===== config.mk =====
export PLATFORM = sky130hd
export DESIGN_NAME = add_sub_pipe
export DESIGN_NICKNAME = d
export VERILOG_FILES = /design/src/rtl/add_sub_pkg.sv /design/src/rtl/add_chunk.sv /design/src/rtl/add_sub_pipe.sv
export SDC_FILE = /design/constraint.sdc
export NUM_CORES = 1
export LEC_CHECK = 0
export ABC_CLOCK_PERIOD_IN_PS = 5950
export BUFFER_PORTS_ARGS = -buffer_cell sky130_fd_sc_hd__buf_4
export CAP_MARGIN = 20
export CORE_ASPECT_RATIO = 0.75
export CORE_UTILIZATION = 25
export CTS_BUF_LIST = sky130_fd_sc_hd__clkbuf_8 sky130_fd_sc_hd__clkbuf_16
export CTS_CLUSTER_DIAMETER = 120
export DETAILED_ROUTE_END_ITERATION = 10
export PLACE_DENSITY = 0.46
export SYNTH_ARGS = -nofsm -noshare
export SYNTH_HDL_FRONTEND = slang
export SYNTH_SLANG_ARGS = --single-unit

===== constraint.sdc =====
create_clock -name clk -period 5.95 [get_ports clk]
set_input_delay 0 -clock clk [delete_from_list [all_inputs] [get_ports clk]]
set_output_delay 0 -clock clk [all_outputs]
set_load 0.05 [all_outputs]

===== src/rtl/add_sub_pkg.sv =====
// Shared defaults and per-stage control record for the segmented add/sub pipeline.
package add_sub_pkg;

    localparam int DEF_WIDTH = 32;
    localparam int DEF_CHUNK = 8;

    // Control half of a stage register. The operand/result slices live beside it
    // in the stage because their widths shrink/grow with the stage index.
    typedef struct packed {
        logic vld;
        logic carry;
        logic mode;
    } stage_ctl_t;

endpackage


===== src/rtl/add_chunk.sv =====
// Purpose: CHUNK-bit ripple-carry segment with carry-out and carry into its MSB.
// Latency: combinational.
// Backpressure: none; pure function of its inputs.
module add_chunk
    import add_sub_pkg::*;
#(
    parameter int CHUNK = DEF_CHUNK
) (
    input  logic [CHUNK-1:0] a_i,
    input  logic [CHUNK-1:0] b_i,
    input  logic             c_i,
    output logic [CHUNK-1:0] s_o,
    output logic             c_o,
    output logic             c_msb_o
);

    logic [CHUNK:0] c;

    always_comb begin
        c    = '0;
        s_o  = '0;
        c[0] = c_i;
        for (int i = 0; i < CHUNK; i++) begin
            s_o[i]   = a_i[i] ^ b_i[i] ^ c[i];
            c[i + 1] = (a_i[i] & b_i[i]) | (c[i] & (a_i[i] ^ b_i[i]));
        end
    end

    assign c_o     = c[CHUNK];
    assign c_msb_o = c[CHUNK-1];

endmodule


===== src/rtl/add_sub_pipe.sv =====
// Purpose: add/subtract with the carry chain split into CHUNK-bit segments, one per stage.
// Latency: WIDTH/CHUNK cycles; one beat per cycle sustained.
// Backpressure: per-stage valid; a stage moves when empty or its successor moves.
module add_sub_pipe
    import add_sub_pkg::*;
#(
    parameter int WIDTH = DEF_WIDTH,
    parameter int CHUNK = DEF_CHUNK
) (
    input  logic             clk,
    input  logic             rst_n,
    input  logic             in_valid,
    output logic             in_ready,
    input  logic [WIDTH-1:0] a,
    input  logic [WIDTH-1:0] b,
    input  logic             cin,
    input  logic             sub,
    output logic             out_valid,
    input  logic             out_ready,
    output logic [WIDTH-1:0] sum,
    output logic             co,
    output logic             ovf
);

    localparam int STAGES = WIDTH / CHUNK;

    if (CHUNK < 1 || (WIDTH % CHUNK) != 0) begin : g_bad_cfg
        $error("add_sub_pipe: WIDTH must be a non-zero multiple of CHUNK");
    end

    // Stage k adds chunk k and loads register k. ad_* carries finished result
    // chunks below bit LO and still-unconsumed operand a at and above it.
    for (genvar k = 0; k < STAGES; k++) begin : stg
        localparam int LO = k * CHUNK;
        localparam int HI = LO + CHUNK;

        stage_ctl_t        ctl_in;
        logic [WIDTH-1:0]  ad_in;
        logic [WIDTH-1:LO] b_in;
        logic [CHUNK-1:0]  b_eff;
        logic [CHUNK-1:0]  s_chunk;
        logic              c_out;
        logic              c_msb;
        logic [WIDTH-1:0]  ad_d;
        logic              vld;
        logic              adv;
        logic              nxt_adv;

        if (k == 0) begin : g_src
            // Subtract is a + ~b + 1, so the forced carry-in supplies the +1.
            assign ctl_in = '{vld: in_valid, carry: sub | cin, mode: sub};
            assign ad_in  = a;
            assign b_in   = b;
        end else begin : g_src
            assign ctl_in = stg[k-1].g_reg.ctl_q;
            assign ad_in  = stg[k-1].g_reg.ad_q;
            assign b_in   = stg[k-1].g_reg.b_q;
        end

        assign b_eff = ctl_in.mode ? ~b_in[LO +: CHUNK] : b_in[LO +: CHUNK];

        add_chunk #(.CHUNK(CHUNK)) u_chunk (
            .a_i     (ad_in[LO +: CHUNK]),
            .b_i     (b_eff),
            .c_i     (ctl_in.carry),
            .s_o     (s_chunk),
            .c_o     (c_out),
            .c_msb_o (c_msb)
        );

        always_comb begin
            ad_d              = ad_in;
            ad_d[LO +: CHUNK] = s_chunk;
        end

        if (k == STAGES - 1) begin : g_nxt
            assign nxt_adv = out_ready;
        end else begin : g_nxt
            assign nxt_adv = stg[k+1].adv;
        end

        assign adv = !vld || nxt_adv;

        if (k < STAGES - 1) begin : g_reg
            stage_ctl_t        ctl_q;
            logic [WIDTH-1:0]  ad_q;
            logic [WIDTH-1:HI] b_q;
            logic              unused_msb;

            always_ff @(posedge clk or negedge rst_n) begin
                if (!rst_n) begin
                    ctl_q <= '0;
                    ad_q  <= '0;
                    b_q   <= '0;
                end else if (adv) begin
                    ctl_q.vld <= ctl_in.vld;
                    if (ctl_in.vld) begin
                        ctl_q.carry <= c_out;
                        ctl_q.mode  <= ctl_in.mode;
                        ad_q        <= ad_d;
                        b_q         <= b_in[WIDTH-1:HI];
                    end
                end
            end

            assign vld        = ctl_q.vld;
            assign unused_msb = c_msb;
        end else begin : g_out
            logic             vld_q;
            logic [WIDTH-1:0] sum_q;
            logic             co_q;
            logic             ovf_q;

            // Signed overflow is the disagreement of the carries into and out of the MSB.
            always_ff @(posedge clk or negedge rst_n) begin
                if (!rst_n) begin
                    vld_q <= 1'b0;
                    sum_q <= '0;
                    co_q  <= 1'b0;
                    ovf_q <= 1'b0;
                end else if (adv) begin
                    vld_q <= ctl_in.vld;
                    if (ctl_in.vld) begin
                        sum_q <= ad_d;
                        co_q  <= c_out;
                        ovf_q <= c_out ^ c_msb;
                    end
                end
            end

            assign vld = vld_q;
        end
    end

    assign in_ready  = stg[0].adv;
    assign out_valid = stg[STAGES-1].g_out.vld_q;
    assign sum       = stg[STAGES-1].g_out.sum_q;
    assign co        = stg[STAGES-1].g_out.co_q;
    assign ovf       = stg[STAGES-1].g_out.ovf_q;

endmodule

==> results.md <==
* Via count at 4,516
* Sequential area share after synthesis at 57.5%
* Final setup fails at 0
* Post-DP HPWL at 11,400 um
* Area of the multi-input gates at 3120 sq um
* RSZ-0062 raised after global routing: false
* Pleak at 4.74 nW
* DRC Markers at 0
* Final nets at 803
* Flip-flop and latch count after synthesis at 188
* CTS H-tree lvls at 4
* Initial core utilization at 25.8%
* CP most frequent cell: fa_1
* Buf/Inv on CP at 3
* Switch Pwr at 1.85 mW
* Total clock sinks at 188
* First-pass GRT wire length at 28,200 um
* Most frequent cells in the layout: dfrtp_1, mux2_2, buf_4, inv_1, dlygate4sd3_1
* Critical path class: register to register
* Peak per-stage delay on the critical path at 580 ps
* Share of layout cells above drive strength 1 at 42.8%
* Post-Syn Area at 8190 sq um
* Worst setup SP type: register
* FF-to-FF setup slack at 1500 ps
* # IOs at 106
* Reg area at 4700 sq um
* Total Power at 5.11 mW
* Remaining global-route overflow at 0
* Ordered list of cells on the worst path: xnor2_1 -> fa_1 -> fa_1 -> fa_1 -> fa_1 -> fa_1 -> inv_1 -> fa_1 -> inv_1 -> fa_1 -> inv_1 -> fa_1 -> mux2_2
* Clk pwr share at 22.4%
* Crit. End Element: register
* Reg2reg end: sum[31]
* Synth warn at 0
* Largest net degree at the start of global routing at 121
* Internal power at 3.26 mW
* Worst reg2reg path depth at 13
* Via/cell ratio at 3.93
* MaxCap Viol Count at 0
* PortBufs at 105
* WL/cell at 14.7 um
* Filler instances at 3,134
* Post-DRT Antenna Nets at 0
* Die Wd at 211 um
* Synth Instances at 538
* Most common cell after layout, fill and taps aside: dfrtp_1
* Initial antenna violation count at 0
* Power Dens Cells at 482 nW/um^2
* Tmin final at 4450 ps
* Min-delay src: a[3]
* Vias in the first global route at 5,092
* Post_cts resized at 0
* Gr usage total at 10.9%
* Worst flop-to-flop path startpoint: stg[2].g_reg.ctl_q[0]
* Rel. slew slack at 30.6%
* Tightest Hold Check Type: primary input to register
* First-pass DRT Iterations at 4
* Routed WL at 16,900 um
* FP Rows at 56
* Crit-path max FO at 9
* Final hold viol count at 0
* Antenna Cells at 0
* WP data required at 6270 ps
* Die height at 159 um
* Outcome: finished, final reports clean
* CTS max path bufs at 2
* Fin Setup TNS at 0 ps
* Post-Syn Nets at 640
* Min-Delay Endpoint: stg[0].g_reg.ad_q[3]
* Switching Fraction at 36.1%
* Clk_skew at 11.4 ps
* Fin. max-slew vios at 0
* Fin crit share at 74.8%
* Fin util at 33.4%
* VDD IR max at 0.260 mV
* Post-synthesis cell type count at 21
* GP Congestion at 0.689
* DR iter-0 viols at 108
* Worst hold path depth at 4
* CTS buffer count at 17
* Syn-to-layout area delta at 29.4%
* Delay-heaviest family, CP: adder cells
* Core ar. at 31,700 sq um
* Worst-path clk slew at 70 ps
* CTS Root Cell: clkbuf_16
* Flop pwr share at 39.8%
* Syn avg cell area at 15.2 sq um
* Clk_lat worst skew at 440 ps
* Slew @ Worst Pin at 1040 ps
* Total Die Area at 33,500 sq um
* CP Data Arrival Time at 4770 ps
* FMAX at 0.225 GHz
* CTS tree: done
* Comb power frac at 37.8%
* Slowest stage cell, crit path: dfrtp_1
metrics by stage:
stage	setup slack, ps	hold slack (ps)	std cells	cell area, sq um
global route	1270	37.5	1148	10600
floorplan	1540	-296	538	8190
global placement	1510	221	1059	9420
finish	1500	37.2	1148	10600
detailed placement	1470	220	1059	9420
CTS	1450	5.22	1147	10600
how the worst max path moves through the flow:
stage,cells past startpoint,to,start
global route,13,sum[31],stg[2].g_reg.ctl_q[0]
finish,13,sum[31],stg[2].g_reg.ctl_q[0]
CTS,13,sum[31],stg[2].g_reg.ctl_q[0]
detailed placement,13,sum[31],stg[2].g_reg.ctl_q[0]
floorplan,14,sum[31],stg[2].g_reg.ctl_q[0]
global placement,13,sum[31],stg[2].g_reg.ctl_q[0]
metal layers:
metal	GRT usage [%]	up-vias	share of wire, %	wire [um]
met5	0	-	0	0
met4	3.46	0	1.3	215
met3	2.85	15	3.4	569
met2	16.2	73	44	7490
met1	15.5	2334	51	8590
li1	-	2094	-	-
kinds of logic (layout without fill, tap and decap cells):
group | count (synthesis) | after routing | share of synthesized area, %
flip-flops | 188 | 188 | 57.5
multiplexers | 178 | 178 | 24.8
buffers and inverters | 81 | 256 | 4.48
XOR/XNOR | 33 | 33 | 3.53
adder cells (fa/ha/maj) | 32 | 32 | 7.82
AO/OA/AOI/OAI | 13 | 13 | 0.963
AND/OR/NAND/NOR | 13 | 13 | 0.902
sequential cells by signal, summed over array words and instances, names as in the netlist:
name             cells
stg.g_reg.b_q       48
co                   1
stg.g_reg.ad_q      96
stg.g_reg.ctl_q      6
stg.vld              3
out_valid            1
sum                 32
ovf                  1
cell usage after synthesis:
cell | number | share of area [%]
nand2b_1 | 4 | 0.31
mux2_4 | 14 | 2.6
mux2i_1 | 18 | 2.2
nor2_1 | 1 | 0.046
nand2_1 | 5 | 0.23
and4b_1 | 1 | 0.12
mux2_2 | 146 | 20
a21boi_4 | 1 | 0.23
dfrtp_1 | 188 | 57
xor2_1 | 8 | 0.86
buf_6 | 2 | 0.28
xnor2_1 | 25 | 2.7
fa_1 | 32 | 7.8
nand3b_1 | 1 | 0.092
clkbuf_1 | 5 | 0.23
buf_8 | 2 | 0.37
buf_2 | 11 | 0.67
inv_1 | 58 | 2.7
o21ai_0 | 12 | 0.73
buf_4 | 3 | 0.28
nand4b_1 | 1 | 0.11
power by group through the flow:
stage,logic [mW],clock network (mW),registers (mW)
after global placement,1.90,0,2.06
final,1.93,1.15,2.03
after CTS,1.98,1.20,2.05
after detailed placement,1.95,0,2.07
after floorplan,0.998,0,2.36
after global routing,2.14,1.25,2.10
tightest hold or removal path, cell delays in order:
cell	delay, ps
buf_4	110
inv_1	70
fa_1	180
mux2i_1	70
final cells by class:
type | count | share of cell area [%]
clock buffers | 17 | 4.01
clock inverters | 14 | 1.50
inverters | 58 | 2.05
multi-input cells | 269 | 29.5
flip-flops and latches | 188 | 44.4
well taps | 435 | 5.14
repair buffers | 167 | 13.4
timing repair:
| action | 4_1_cts | 5_1_grt |
|---|---|---|
| setup buffers | 0 | 0 |
| hold buffers | 57 | 0 |
| endpoints found under the hold margin | 178 | 0 |
(Power assumes the default switching activity.)
